File: config.mk
export PLATFORM = sky130hd
export DESIGN_NAME = request_queue_arb
export DESIGN_NICKNAME = d
export VERILOG_FILES = /design/src/rtl/request_queue_arb.sv
export SDC_FILE = /design/constraint.sdc
export NUM_CORES = 1
export LEC_CHECK = 0
export CORE_UTILIZATION = 50
export DETAILED_ROUTE_END_ITERATION = 12
export PLACE_DENSITY = 0.71
export SLEW_MARGIN = 25
export SYNTH_ARGS = -nofsm -noshare
export SYNTH_HDL_FRONTEND = slang
export SYNTH_SLANG_ARGS = --single-unit
File: constraint.sdc
create_clock -name clk_i -period 6 [get_ports clk_i]
set_input_delay 1.2 -clock clk_i [delete_from_list [all_inputs] [get_ports clk_i]]
set_output_delay 1.2 -clock clk_i [all_outputs]
set_load 0.05 [all_outputs]
File: src/rtl/request_queue_arb.sv
`default_nettype none
// ---------------------------------------------------------------------------
// request_queue_arb : N-requester first-come-first-served arbiter with a
//                     registered one-hot grant and optional forced rotation.
// Revision 1.0
// ---------------------------------------------------------------------------
module request_queue_arb #(
   parameter int N        = 4,
   parameter int TIE_MODE = 0,
   parameter int MAX_HOLD = 0,
   parameter int IDX_W    = $clog2(N)
) (
   input  logic             clk_i,
   input  logic             rst_ni,
   input  logic [N-1:0]     req_i,
   output logic [N-1:0]     grant_o,
   output logic             grant_valid_o,
   output logic [IDX_W-1:0] grant_id_o,
   output logic [IDX_W:0]   queue_count_o
);

   localparam int               CNT_W    = IDX_W + 1;
   localparam logic [7:0]       HOLD_SAT = (MAX_HOLD == 0) ? 8'd255 : 8'(MAX_HOLD);
   localparam logic [N-1:0]     ONE_HOT0 = {{(N-1){1'b0}}, 1'b1};
   localparam logic [IDX_W-1:0] PTR_RST  = IDX_W'(N - 1);

   logic [IDX_W-1:0] queue_q [N];
   logic [IDX_W-1:0] queue_d [N];
   logic [CNT_W-1:0] count_q, count_d;
   logic [N-1:0]     grant_q, grant_d;
   logic             valid_q, valid_d;
   logic [IDX_W-1:0] owner_q, owner_d;
   logic [7:0]       hold_q, hold_d;
   logic [IDX_W-1:0] ptr_q, ptr_d;

   logic [N-1:0]     queued;
   logic [N-1:0]     arrive;
   logic [IDX_W-1:0] idx;
   logic             owner_rel;
   logic             preempt;
   logic             pick;
   int               tie_base;

   always_comb begin
      queued    = '0;
      arrive    = '0;
      idx       = '0;
      owner_rel = 1'b0;
      preempt   = 1'b0;
      pick      = 1'b0;
      tie_base  = 0;
      count_d   = '0;
      for (int k = 0; k < N; k++) begin
         queue_d[k] = '0;
      end

      for (int k = 0; k < N; k++) begin
         if (CNT_W'(k) < count_q) begin
            queued[queue_q[k]] = 1'b1;
         end
      end
      for (int i = 0; i < N; i++) begin
         arrive[i] = req_i[i] & ~queued[i] & ~(valid_q && (owner_q == IDX_W'(i)));
      end

      // Compact surviving entries to the front, keeping arrival order.
      for (int k = 0; k < N; k++) begin
         if ((CNT_W'(k) < count_q) && req_i[queue_q[k]]) begin
            queue_d[count_d[IDX_W-1:0]] = queue_q[k];
            count_d = count_d + 1'b1;
         end
      end

      tie_base = (TIE_MODE != 0) ? ((int'(ptr_q) + 1) % N) : 0;
      for (int k = 0; k < N; k++) begin
         idx = IDX_W'((tie_base + k) % N);
         if (arrive[idx]) begin
            queue_d[count_d[IDX_W-1:0]] = idx;
            count_d = count_d + 1'b1;
         end
      end

      owner_rel = valid_q & ~req_i[owner_q];
      preempt   = (MAX_HOLD != 0) && valid_q && req_i[owner_q] &&
                  (hold_q == HOLD_SAT) && (count_d != '0);
      // A preempted owner goes behind everyone, including this edge's arrivals.
      if (preempt) begin
         queue_d[count_d[IDX_W-1:0]] = owner_q;
         count_d = count_d + 1'b1;
      end

      pick    = ~valid_q | owner_rel | preempt;
      owner_d = owner_q;
      valid_d = valid_q;
      ptr_d   = ptr_q;
      hold_d  = (valid_q && (hold_q != HOLD_SAT)) ? hold_q + 8'd1 : hold_q;

      if (pick) begin
         if (count_d != '0) begin
            owner_d = queue_d[0];
            ptr_d   = queue_d[0];
            valid_d = 1'b1;
            hold_d  = 8'd1;
            for (int k = 0; k < N - 1; k++) begin
               queue_d[k] = queue_d[k+1];
            end
            queue_d[N-1] = '0;
            count_d      = count_d - 1'b1;
         end else begin
            owner_d = '0;
            valid_d = 1'b0;
            hold_d  = 8'd0;
         end
      end

      grant_d = valid_d ? (ONE_HOT0 << owner_d) : '0;
   end

   always_ff @(posedge clk_i or negedge rst_ni) begin
      if (!rst_ni) begin
         for (int k = 0; k < N; k++) begin
            queue_q[k] <= '0;
         end
         count_q <= '0;
         grant_q <= '0;
         valid_q <= 1'b0;
         owner_q <= '0;
         hold_q  <= 8'd0;
         ptr_q   <= PTR_RST;
      end else begin
         for (int k = 0; k < N; k++) begin
            queue_q[k] <= queue_d[k];
         end
         count_q <= count_d;
         grant_q <= grant_d;
         valid_q <= valid_d;
         owner_q <= owner_d;
         hold_q  <= hold_d;
         ptr_q   <= ptr_d;
      end
   end

   assign grant_o       = grant_q;
   assign grant_valid_o = valid_q;
   assign grant_id_o    = owner_q;
   assign queue_count_o = count_q;

endmodule
`default_nettype wire

==> results of run 1 <==
final cells by class:
type | count | area [um2]
inverters | 22 | 82.6
flip-flops and latches | 18 | 450
fillers | 294 | 1180
multi-input cells | 189 | 1690
repair buffers | 72 | 598
clock buffers | 4 | 55.1
well taps | 50 | 62.6
cells by family after synthesis:
logic type,synth area share
flops,0.206
fa+ha+maj,0.137
buf+inv,0.0720
xor+xnor,0.0686
compound gates,0.251
simple gates,0.163
mux,0.103
worst paths after layout:
kind                                         end  slack, ps              from  cells past startpoint
worst max-delay path            queue_count_o[1]        110          req_i[3]                     26
worst min-delay path                  grant_o[1]        710     grant_id_o[0]                      2
worst max register to register  queue_count_o[1]        530  queue_count_o[2]                     27
worst min register to register        grant_o[1]        710     grant_id_o[0]                      2
max in group asynchronous             queue_q[3]       4150            rst_ni                      1
min in group asynchronous          grant_valid_o       1390            rst_ni                      1
layout by cell type (no fill, tap or decap), drive strengths merged, types with 5 or more instances in the layout:
| master | instances |
|---|---|
| mux2i | 12 |
| xnor2 | 8 |
| a21oi | 7 |
| ha | 24 |
| a32o | 5 |
| o21ai | 5 |
| inv | 22 |
| nor2 | 17 |
| nand3 | 6 |
| clkdlybuf4s50 | 11 |
| and2 | 5 |
| buf | 61 |
| dfrtp | 18 |
| nand2 | 21 |
flip-flops by register name, summed over array words and instances (netlist names):
name and cells:
queue_count_o 3, grant_o 4, grant_valid_o 1, queue_q 8
grant_id_o 2
worst max-delay path, cell delays in order:
cell                       delay [ps]
sky130_fd_sc_hd__buf_8            100
sky130_fd_sc_hd__mux4_2           480
sky130_fd_sc_hd__and2_4           180
sky130_fd_sc_hd__ha_4             290
sky130_fd_sc_hd__a21oi_2           40
sky130_fd_sc_hd__o21ai_2          120
sky130_fd_sc_hd__a21boi_2         180
sky130_fd_sc_hd__inv_1             70
sky130_fd_sc_hd__ha_1             290
sky130_fd_sc_hd__inv_2             40
sky130_fd_sc_hd__mux2i_1          170
sky130_fd_sc_hd__inv_1             80
sky130_fd_sc_hd__ha_1             280
sky130_fd_sc_hd__mux2i_1           70
sky130_fd_sc_hd__a21o_1           210
sky130_fd_sc_hd__ha_1             300
sky130_fd_sc_hd__mux2i_2          190
sky130_fd_sc_hd__ha_2             220
sky130_fd_sc_hd__nand2_2           60
sky130_fd_sc_hd__xnor3_1          440
sky130_fd_sc_hd__xor2_2           190
sky130_fd_sc_hd__inv_2             80
sky130_fd_sc_hd__ha_4             180
sky130_fd_sc_hd__nor2_4           170
sky130_fd_sc_hd__nor2_1            70
sky130_fd_sc_hd__a221o_1          340
metrics by stage:
stage	TNS (ps)	setup WS, ps	instances	hold slack [ps]	instance area [um2]
final	0	109	355	709	2930
after CTS	0	19.6	351	716	2840
after detailed placement	-6210	-443	345	707	2760
after global routing	-283	-77.4	355	776	2930
after global placement	-3600	-279	345	700	2760
after floorplan	0	79.1	242	748	2260
per-layer routing:
| metal | part of all wire | GRT usage | vias to the layer above |
|---|---|---|---|
| met5 | 0 | 0 | - |
| met4 | 0.0063 | 0.0260 | 0 |
| met3 | 0.050 | 0.0317 | 6 |
| met2 | 0.48 | 0.424 | 81 |
| met1 | 0.47 | 0.362 | 960 |
| li1 | - | - | 1016 |
repair_timing:
item                       4_1_cts  5_1_grt
resized for setup                9       33
hold endpoints to repair         0        0
setup buffers                    2        4
pin swaps                        3       12
setup endpoints to repair       16       16
==> impl.org, run 1 <==
** Place
- Final HPWL from detailed placement :: between 4 and 5 mm
- At the end of routability-driven placement, the weighted congestion stood at 0.889.
- Input/output buffers :: 15

** Synth
- Synth warnings :: 0
- sky130_fd_sc_hd__ha_1 is the most common cell in the netlist.
- A synthesized cell averages just over 9 um2.
- The synthesized netlist occupies a cell area of 0.00219 mm2.
- Proportion of netlist area held by the largest area contributor :: 0.206
- By count the netlist is led by sky130_fd_sc_hd__ha_1, sky130_fd_sc_hd__inv_1, sky130_fd_sc_hd__nand2_1.
- Counting every instance in the synthesized netlist gives between 200 and 250.
- Of the synthesized area, sequential elements account for 0.206.
- For this run, the leading register cell type out of synthesis is sky130_fd_sc_hd__dfrtp_1.
- When the netlist entered floorplanning its net count stood at roughly 270.
- The synthesized design contains 18 register bits.
- Yosys attributes the largest share of cell area to sky130_fd_sc_hd__dfrtp_1, sky130_fd_sc_hd__ha_1, sky130_fd_sc_hd__mux2i_1, sky130_fd_sc_hd__inv_1, sky130_fd_sc_hd__nand2_1.
- Share of flip-flops with an asynchronous set or reset :: 1.00
- sky130_fd_sc_hd__dfrtp_1 takes more of the synthesized area than any other cell.
- The netlist uses 65 different library cells.
- EDFF count, synth :: 0

** Timing
- For the pin with the worst max-slew slack, the measured transition is approximately 900 ps.
- Number of failing setup endpoints in the final timing report :: 0
- The number of hold violations in the final report is 0.
- Setup repair after global routing missed its margin :: true
- Min Clock Period, post-route :: ~5900 ps
- Final slew viol count :: 0
- Remaining max-slew budget at the tightest pin :: 0.398
- Across the routed clock network, the largest skew measured is about 1.3 ps.
- FMAX :: around 170 MHz
- Post-route fraction of the period consumed by the critical path :: 0.982

** Floorplan
- The floorplan step set the die width to about 70 um.
- Core area :: ~0.0041 mm2
- The floorplan step defined a die boundary enclosing approximately 0.0046 mm2.
- Initial core utilization :: 0.532
- Num rows :: 23
- Pin placement for this block handled 16 I/O pins.
- The floorplan step set the die height to roughly 70 um.

** Critical path
- Critical path start-end classification :: in -> reg
- For the worst setup path, the data arrival time is 6030 ps.
- STA classifies the critical path endpoint as a flop.
- In this run the worst path has a maximum fanout of 6.
- Data on the critical path is required at its endpoint by just over 6000 ps.
- Critical Path Source Type :: input pin

** Clock tree
- Number of CTS-inserted buffers :: 3
- CTS clock-pin slew for the worst setup and hold paths :: 60 ps
- Post-CTS Hold Fix Bufs :: 0
- For the worst-skew pair, the clock arrives at the later sink with an insertion delay of 250 ps.
- Longest Clk Path Bufs :: 2
- The tree is rooted in a sky130_fd_sc_hd__clkbuf_8.
- CTS H-tree lvls :: 1
- Clock tree synthesis found a total of 18 sinks.
- TritonCTS built the clock tree.

** Routing
- Total routed wirelength :: 5.75 mm
- After detailed routing, the number of vias per cell comes to a little under 6.
- Routed length per placed instance :: between 15 and 20 um
- Number of DRC markers after the initial detailed-route iteration :: 195
- The pre-antenna-repair detailed-routing pass consisted of 5 iterations.
- Post-route ant nets :: 0
- DRC violations left :: 0
- Via Count :: approximately 2100

** Finish
- Number of antenna cells inserted :: 0
- Finished Core Util :: 0.713
- In the final design database the tool counted between 300 and 400 nets.
- Of the cells placed in the final design, the portion with a size suffix greater than 1 is 0.348.
- Area added between synthesis and finish :: 34.0%

** Worst hold path
- Worst Hold Class :: reg -> reg

** Global route
- Entering global routing, the biggest net connects 19 pins.
- Across every metal layer, demand over resource in global routing totals 0.255.
- The number of antenna violations at the first check in global routing came to 0.
- Total global routing overflow :: 0
- Vias in the first global route :: approximately 1800
- Wire length of the first global-routing pass :: 8.77 mm

** Status
- The flow ran to the end, and the final reports show no timing, DRC or antenna violations.

** Flow run
- Total of max-cap violations :: 0
Power of run 1 is left out: the tool's default activity adds up to more than one toggle a clock period on the data nets, which glitch-free logic cannot reach.
==> inputs of run 2 (changes only) <==
--- a/config.mk
+++ b/config.mk
@@ -8,7 +8,8 @@
 export CORE_UTILIZATION = 50
 export DETAILED_ROUTE_END_ITERATION = 12
 export PLACE_DENSITY = 0.71
-export SLEW_MARGIN = 25
+export SKIP_CTS_REPAIR_TIMING = 1
+export SLEW_MARGIN = 20
 export SYNTH_ARGS = -nofsm -noshare
 export SYNTH_HDL_FRONTEND = slang
 export SYNTH_SLANG_ARGS = --single-unit
==> impl.org, run 2 (synthesis results as in run 1) <==
** Global route
- The first global-routing pass estimated just under 9 mm of wire.
- Global Route Usage Sum :: 0.252
- Initial antenna violation count :: 0
- Total global routing overflow :: 0
- The via count of the first global-routing pass is 1835.
- Entering global routing, the biggest net connects 19 pins.

** Timing
- Number of failing setup endpoints in the final timing report :: 0
- Clock skew on the completed layout was measured at approximately 1.3 ps.
- Setup repair after global routing could not meet its margin everywhere.
- Static timing analysis puts the maximum clock frequency at 169 MHz.
- Remaining max-slew budget at the tightest pin :: 0.403
- Count of endpoints failing hold in the final timing report :: 0
- In the finished design, the share of the clock period the worst path needs comes to 0.983.
- Min Clock Period, post-route :: 5900 ps
- In the post-route analysis, the smallest setup slack over all paths is between 90 and 100 ps.
- Final slew viol count :: 0
- Actual transition at the worst max-transition pin :: approximately 900 ps

** Worst hold path
- The startpoint identified for the worst hold timing path is grant_id_o[0].
- The path class of the tightest hold or removal check is reg -> reg.

** Clock tree
- Longest Clk Path Bufs :: 2
- TritonCTS clock tree :: done
- Counting the buffers created by CTS gives 3.
- After clock tree synthesis, the clock-pin slew on the worst setup and hold paths is 60 ps.
- CTS H-tree lvls :: 1
- Clock root buffer master :: sky130_fd_sc_hd__clkbuf_8
- Clock latency on the worst-skew pair, taken at its later pin, is 250 ps.
- CTS saw 18 sinks.

** Finish
- In the final layout, the multi-input gates occupy roughly 0.0017 mm2.
- Storage cell area :: about 450 um2
- The register with the most flip-flops in the layout has 8 of them.
- With fillers left out, the area of the finished cells amounts to between 0.002 and 0.003 mm2.
- Layout cell share with drive strength beyond 1 :: 0.354
- The library cells used most frequently in the layout, excluding fill and tap cells, are sky130_fd_sc_hd__buf_4, sky130_fd_sc_hd__nand2_1, sky130_fd_sc_hd__ha_1, sky130_fd_sc_hd__dfrtp_1.
- Once layout is complete, the utilization of the core stands at 0.714.
- Counting the fill cells in the layout gives 297.
- Relative to the synthesized area, the layout overhead comes to 34.1%.
- Leaving out fill and tap cells, the most frequent cell in the layout is sky130_fd_sc_hd__buf_4.
- In the final design database the tool counted between 300 and 400 nets.
- Ranked by flip-flop count, first place goes to queue_q.
- The repair_antennas step left the layout with diodes totalling 0.

** Critical path
- Critical path start-end classification :: in -> reg
- Maximum net fanout on the critical path :: 6
- The worst setup path is captured at a flop.
- At the worst endpoint, the required time is approximately 6000 ps.
- STA classifies the critical path startpoint as an input pin.
- The worst register-to-register path begins at queue_count_o[2].
- Data arrival time of the worst path :: ~6000 ps
- The most critical setup path has its startpoint at req_i[3].

** Place
- In this run the tool buffered the top-level ports with 15 buffer cells.
- Worst-case setup slack after placement :: -443 ps
- Final HPWL from detailed placement :: about 4.6 mm
- Summing all placed instances gives a cell area of around 0.0028 mm2.
- Gp weighted congestion :: 0.889

** Routing
- Number of search-and-repair iterations in the first detailed-routing pass :: 5
- The final layout contains routed wiring with a total length of about 5.7 mm.
- In the final routed layout, each cell accounts on average for roughly 16 um.
- Number of DRC markers after the initial detailed-route iteration :: around 190
- Detailed routing inserted a total of 2068 vias.
- DRC violations left :: 0
- Vias/cell :: roughly 5.8
- The count of nets left with antenna violations once routing finished came out at 0.

** Floorplan
- Vert. Die Dim :: slightly below 70 um
- The initialized floorplan defines 23 standard-cell rows.
- I/O pin cnt :: 16
- Initial core utilization :: 0.532
- The die covers between 0.004 and 0.005 mm2.
- Core area :: roughly 0.0041 mm2
- In this run the horizontal extent of the chip is around 70 um.

** Status
- Run status :: completed

** Flow run
- Total of max-cap violations :: 0
-- run 2: worst max-delay path: stages --
cell	delay, ps
sky130_fd_sc_hd__buf_8	100
sky130_fd_sc_hd__mux4_2	480
sky130_fd_sc_hd__and2_4	180
sky130_fd_sc_hd__ha_4	290
sky130_fd_sc_hd__a21oi_2	40
sky130_fd_sc_hd__o21ai_2	140
sky130_fd_sc_hd__a21boi_2	180
sky130_fd_sc_hd__inv_1	70
sky130_fd_sc_hd__ha_1	290
sky130_fd_sc_hd__inv_2	40
sky130_fd_sc_hd__mux2i_1	170
sky130_fd_sc_hd__inv_1	80
sky130_fd_sc_hd__ha_1	280
sky130_fd_sc_hd__mux2i_1	70
sky130_fd_sc_hd__a21o_1	210
sky130_fd_sc_hd__ha_1	300
sky130_fd_sc_hd__mux2i_2	190
sky130_fd_sc_hd__ha_2	220
sky130_fd_sc_hd__nand2_2	60
sky130_fd_sc_hd__xnor3_1	440
sky130_fd_sc_hd__xor2_2	190
sky130_fd_sc_hd__inv_2	80
sky130_fd_sc_hd__ha_4	170
sky130_fd_sc_hd__nor2_4	180
sky130_fd_sc_hd__nor2_1	60
sky130_fd_sc_hd__a221o_1	340
-- run 2: path summary, 6_finish.rpt --
kind                                     to  slack (ps)  depth (start not counted)
max                        queue_count_o[1]         100                         26
min                              grant_o[1]         730                          2
max reg2reg                queue_count_o[1]         560                         27
min reg2reg                      grant_o[1]         730                          2
max in group asynchronous        queue_q[6]        4150                          1
min in group asynchronous     grant_valid_o        1390                          1
-- run 2: final cells by class --
class	instances	share of cell area
inverters	22	0.0281
clock buffers	4	0.0187
repair buffers	72	0.204
well taps	50	0.0213
multi-input cells	189	0.575
flip-flops and latches	18	0.153
-- run 2: per-stage QoR --
step / instances / setup TNS (ps) / hold slack, ps
2_1_floorplan: 242 / 0 / 748
3_3_place_gp: 345 / -3600 / 700
3_5_place_dp: 345 / -6210 / 707
4_1_cts: 349 / -2320 / 716
5_1_grt: 355 / -525 / 771
6_report: 355 / 0 / 730
-- run 2: routing by layer --
| metal | vias up | wire length (um) | GRT usage |
|---|---|---|---|
| met5 | - | 0 | 0 |
| met3 | 4 | 291 | 0.0367 |
| met1 | 974 | 2610 | 0.355 |
| li1 | 1017 | - | - |
| met4 | 0 | 19 | 0.0313 |
| met2 | 73 | 2740 | 0.414 |
Power of run 2 is left out for the same reason.
==> inputs of run 3 (changes only) <==
--- a/config.mk
+++ b/config.mk
@@ -6,6 +6,7 @@
 export NUM_CORES = 1
 export LEC_CHECK = 0
 export CORE_UTILIZATION = 50
+export CTS_CLUSTER_SIZE = 16
 export DETAILED_ROUTE_END_ITERATION = 12
 export PLACE_DENSITY = 0.71
 export SKIP_CTS_REPAIR_TIMING = 1
==> results of run 3 <==
No change in the layout: final DEF, timing and power equal those of run 2.
Power of run 3 is left out for the same reason.
==> variant 1: new RTL, settings of run 1 <==
`TIE_MODE`: 0 -> 1.
--- a/src/rtl/request_queue_arb.sv
+++ b/src/rtl/request_queue_arb.sv
@@ -6,7 +6,7 @@
 // ---------------------------------------------------------------------------
 module request_queue_arb #(
    parameter int N        = 4,
-   parameter int TIE_MODE = 0,
+   parameter int TIE_MODE = 1,
    parameter int MAX_HOLD = 0,
    parameter int IDX_W    = $clog2(N)
 ) (
Function: changed (Yosys sat finds a counterexample within 4 cycles, from zero or initial values and one cycle with rst_ni low).
==> variant 1 against run 1 <==
Area after synthesis up 45%; sequential share of layout area down 3.6 points; setup slack better by 0.032 ns; count of clock-buffer cells in the layout down 1; routed wire length up 88%; final area up 46%; final cell count up 54%; die area up 43%; synthesized cell count up 59%; first-iteration DRC count up 99%; sequential cell count up 2; critical path depth up 4.
Power is left out: the tool's default activity adds up to more than one toggle a clock period on the data nets, which glitch-free logic cannot reach.
==> variant 1: results (changes against run 1) <==
* RD Place Congestion at 1.01 (+14%)
* Met2 WL post-DR at 5.13 mm (+87%)
* Worst hold-check slack at 0.761 ns (+0.0520 ns)
* Synth top area cells: sky130_fd_sc_hd__dfrtp_1 14%, sky130_fd_sc_hd__ha_1 9.9%, sky130_fd_sc_hd__mux2i_1 4.1%
* Slowest Stage Delay on Critical Path at 0.48 ns (about the same)
* Worst-case register-to-register setup slack at 0.60 ns (+0.07 ns)
* Number of distinct standard cells referenced by the synthesized netlist at 82 (+26%)
* Warnings, synthesis at 0 (unchanged)
* Global-route track usage on met3 at 0.0533 (+0.0217)
* List of most frequent post-synthesis cells: 33 x sky130_fd_sc_hd__nand2_1, 25 x sky130_fd_sc_hd__ha_1, 22 x sky130_fd_sc_hd__inv_1, 21 x sky130_fd_sc_hd__nor2_1, 18 x sky130_fd_sc_hd__dfrtp_1
* Met2 capacity usage during global routing at 0.553 (+0.129)
* Post-route cell area at 0.00429 mm2 (+46%)
* Final setup skew at 0.00569 ns (+0.00436 ns)
* Normalized max-slew margin at 0.418 (+0.0197)
* Slowest cell on the critical path: sky130_fd_sc_hd__mux4_2
* Average via count per standard cell at 6.60 (+14%)
* Resized Gates After CTS at 25 (+16)
* Non-filler instance count after layout at 547 (+54%)
* Routed length on met1 at 4.54 mm (+69%)
* Global-route total usage across every layer at 0.339 (+0.0839)
* Synth async-reset ratio at 1.00 (unchanged)
* Largest fanout on the critical path at 5 (-1)
* Met1 track utilization from global routing at 0.457 (+0.0952)
* Share of layout cells above drive strength 1 at 0.362 (+0.0147)
* CTS clock-pin slew for the worst setup and hold paths at 0.08 ns (+0.02 ns)
* Number of instances in the placed design at 535 (+55%)
* Uppermost signal routing layer after detailed routing: met4
* Post CTS Setup Buffer Count at 4 (+2)
* Post-DP HPWL at 8.26 mm (+81%)
* Met3 Routed Length at 850 um (+190%)
* Via count of the first global-routing pass at 3,389 (+84%)
* Number of filler cells placed in the layout at 490 (+67%)
* Type of the worst min-delay path: flop to flop
* Nets at 504 (+50%)
* Sequential area share after synthesis at 0.159 (-0.0469)
* Fraction of synthesized cell area taken by the top area cell type at 0.142 (-0.0635)
* Number of DRC violations after detailed-routing iteration 0 at 388 (+99%)
* Area post-placement at 0.00404 mm2 (+46%)
* Result of the run: completed
* Antenna violations before repair at 0 (unchanged)
* Predominant post-synthesis flop cell: sky130_fd_sc_hd__dfrtp_1
* Post-layout minimum cycle time at 5.86 ns (-0.0323 ns)
* Mapped Nets at 415 (+53%)
* Worst setup timing slack at the placement stage at -0.683 ns (-0.240 ns)
* Total inserted antenna cells at 0 (unchanged)
* Average cell area after synthesis at 8.25 um2 (-8.8%)
* Worst Path Arrival at 6.00 ns (-0.03 ns)
* Global-route wire length before repair at 17.0 mm (+94%)
* Final wirelength at 10.8 mm (+88%)
* Pin count of the biggest net entering global routing at 23 (+4)
* Clock Tree Buf Depth at 2 (unchanged)
* Detailed-routing iteration count for the pre-antenna-repair pass at 5 (unchanged)
==> variant 1: cell count changes in the layout (fill, tap and decap cells not counted), moves of 5 or more <==
cell / change
sky130_fd_sc_hd__nand2_1: +12
sky130_fd_sc_hd__a32oi_1: +9
sky130_fd_sc_hd__a221oi_1: +6
sky130_fd_sc_hd__nand3_1: +9
sky130_fd_sc_hd__o211ai_1: +6
sky130_fd_sc_hd__nor3_1: +12
sky130_fd_sc_hd__or2_1: +5
sky130_fd_sc_hd__o221ai_1: +5
sky130_fd_sc_hd__buf_4: +40
sky130_fd_sc_hd__o21ai_0: +6
==> variant 1: final timing paths <==
path	startpoint	endpoint	cells past startpoint
worst max-delay path	req_i[3]	grant_o[3]	30
worst min-delay path	ptr_q[1]	ptr_q[1]	3
worst max register to register	queue_q[4]	grant_o[3]	32
worst min register to register	ptr_q[1]	ptr_q[1]	3
max in group asynchronous	rst_ni	queue_q[1]	1
min in group asynchronous	rst_ni	grant_o[0]	1
==> variant 1: cell families after synthesis <==
kind of cell	count (synthesis)	synth area share
xor+xnor	13	0.0466
simple gates	131	0.219
mux	20	0.0837
compound gates	125	0.328
fa+ha+maj	25	0.0987
buf+inv	50	0.0656
flops	20	0.159
==> variant 1: worst max-delay path: cells and delay by family <==
kind,cells,cell delay (ns)
compound gates,6,0.87
mux,1,0.48
fa+ha+maj,8,2.02
xor+xnor,1,0.13
simple gates,9,0.82
buf+inv,5,0.50
==> variant 1: layout make-up <==
type,count,area share
tap,75,0.0219
multi-input combinational,314,0.619
timing repair buffer,110,0.204
inverter,24,0.0210
sequential,20,0.117
clock buffer,3,0.00962
clock inverter,1,0.00700
==> variant 2: new RTL, config.mk and constraints of run 1 <==
Without the edit above. Put one more register stage on the output `queue_count_o`. The value now appears one clock later. The other outputs are not delayed to match.
--- a/src/rtl/request_queue_arb.sv
+++ b/src/rtl/request_queue_arb.sv
@@ -143,7 +143,9 @@
    assign grant_o       = grant_q;
    assign grant_valid_o = valid_q;
    assign grant_id_o    = owner_q;
-   assign queue_count_o = count_q;
+   always_ff @(posedge clk_i) begin
+      queue_count_o <= count_q;
+   end
 
 endmodule
 `default_nettype wire
Formal check against the unedited RTL: not equivalent (Yosys sat finds a counterexample within 4 cycles, from zero or initial values and one cycle with rst_ni low).
==> variant 2 against run 1 <==
First-iteration DRC count decreased by 14%; setup slack gained 0.16 ns; highest routed layer unchanged; sequential cell count is 3 higher; routed wire length fell by 1.4%; register-to-register slack improved by 0.29 ns; final cell count decreased by 4.5%; area after synthesis rose by 1.4%; die area up 1.4%; clock skew rose by 0.0023 ns; final area down 2.1%.
Power is not shown: default switching activity piles up to over one toggle a cycle in this logic, so the estimate is an artifact.
==> variant 2: results (changes against run 1) <==
* Result of the run: completed
* Origin of the worst min-delay path: count_q[0]
* Via count of the first global-routing pass at 1,865 (+1.2%)
* Resized Gates After CTS at 6 (-3)
* Routed via count at 1,952 (-5.4%)
* Global-route total usage across every layer at 0.263 (+0.00799)
* Worst Hold Path Cells at 0 (-2)
* Mapped Nets at 269 (-1.1%)
* Synth async-reset ratio at 0.857 (-0.143)
* Worst reg2reg startpoint: count_q[1]
* Number of distinct standard cells referenced by the synthesized netlist at 63 (-3.1%)
* Worst setup path category: primary input to flop
* RD Place Congestion at 0.887 (-0.18%)
* Post-layout minimum cycle time at 5.73 ns (-0.164 ns)
* Average cell area after synthesis at 9.37 um2 (+3.6%)
* Number of instances in the placed design at 333 (-3.5%)
* Nets at 322 (-4.2%)
* Post CTS Setup Buffer Count at 1 (-1)
* Synth top area cells: sky130_fd_sc_hd__dfrtp_1 20%, sky130_fd_sc_hd__ha_1 15%, sky130_fd_sc_hd__mux4_2 5.1%
* Sequential area share after synthesis at 0.230 (+0.0241)
* Routed wire per std cell at 16.7 um (+3.3%)
* Largest fanout on the critical path at 4 (-2)
* Number of DRC violations after detailed-routing iteration 0 at 168 (-14%)
* Worst setup timing slack at the placement stage at -0.375 ns (+0.0681 ns)
* Average via count per standard cell at 5.76 (-0.91%)
* Final setup skew at 0.00366 ns (+0.00232 ns)
* Met3 Routed Length at 323 um (+11%)
* Endpoint of the worst hold path: queue_count_o[0]
* R2R Path End: grant_o[1]
* Worst Path Arrival at 5.87 ns (-0.16 ns)
* Worst-case register-to-register setup slack at 0.82 ns (+0.29 ns)
* Share of layout cells above drive strength 1 at 0.329 (-0.0188)
* List of most frequent post-synthesis cells: 26 x sky130_fd_sc_hd__ha_1, 26 x sky130_fd_sc_hd__nand2_1, 18 x sky130_fd_sc_hd__dfrtp_1, 18 x sky130_fd_sc_hd__inv_1
* Routed length on met1 at 2.50 mm (-7.0%)
* Predominant post-synthesis flop cell: sky130_fd_sc_hd__dfrtp_1
* Global-route track usage on met3 at 0.0428 (+0.0111)
* Worst-case reg-to-reg path depth at 28 (+3.7%)
* Met2 capacity usage during global routing at 0.447 (+0.0233)
* Post-DP HPWL at 4.51 mm (-0.95%)
* Detailed-routing iteration count for the pre-antenna-repair pass at 4 (-1)
* Warnings, synthesis at 0 (unchanged)
* Number of filler cells placed in the layout at 344 (+17%)
* Met1 track utilization from global routing at 0.351 (-0.0106)
* Met2 WL post-DR at 2.83 mm (+3.4%)
* Global-route wire length before repair at 9.00 mm (+2.7%)
-- variant 2: changes by cell type after synthesis, sizes merged, moves of 4 or more --
| cell | run 1 | this run |
|---|---|---|
| nand2 | 21 | 27 |
| o21ai | 5 | 9 |
| mux2i | 12 | 7 |
| clkbuf | 4 | 0 |
| nor2 | 17 | 10 |
-- variant 2: cell families (layout without fill, tap and decap cells) --
logic type | count (synthesis) | count (layout) | synth area share
xor gates and xnor gates | 14 | 14 | 0.0800
buffers and inverters | 30 | 82 | 0.0704
and+or+nand+nor | 69 | 69 | 0.151
DFF | 21 | 21 | 0.230
adders and majority gates | 26 | 26 | 0.146
AOI/OAI and AO/OA | 63 | 63 | 0.230
muxes | 14 | 14 | 0.0924
-- variant 2: through the flow --
stage | hold slack [ns] | utilization | area (um2) | setup TNS [ns]
2_1_floorplan | 0.402 | - | 2310 | 0
3_3_place_gp | 0.434 | 0.664 | 2750 | -2.99
3_5_place_dp | 0.441 | 0.664 | 2750 | -4.64
4_1_cts | 0.459 | 0.681 | 2820 | -0.0419
5_1_grt | 0.475 | 0.693 | 2870 | -0.00533
6_report | 0.460 | 0.693 | 2870 | 0
-- variant 2: cell type report --
class	instances	area, um2	share of cell area
clock buffer	4	45.0	0.0157
inverter	19	71.3	0.0248
multi-input combinational	186	1700	0.593
sequential	21	510	0.178
tap	50	62.6	0.0218
timing repair buffer	59	479	0.167
-- variant 2: worst max-delay path, delay by kind of cell --
kind	cells	cell delay, ns
XOR/XNOR	2	0.43
AO/OA/AOI/OAI	4	0.52
AND/OR/NAND/NOR	8	0.77
buffers and inverters	6	0.73
multiplexers	2	0.61
adder cells (fa/ha/maj)	7	1.62
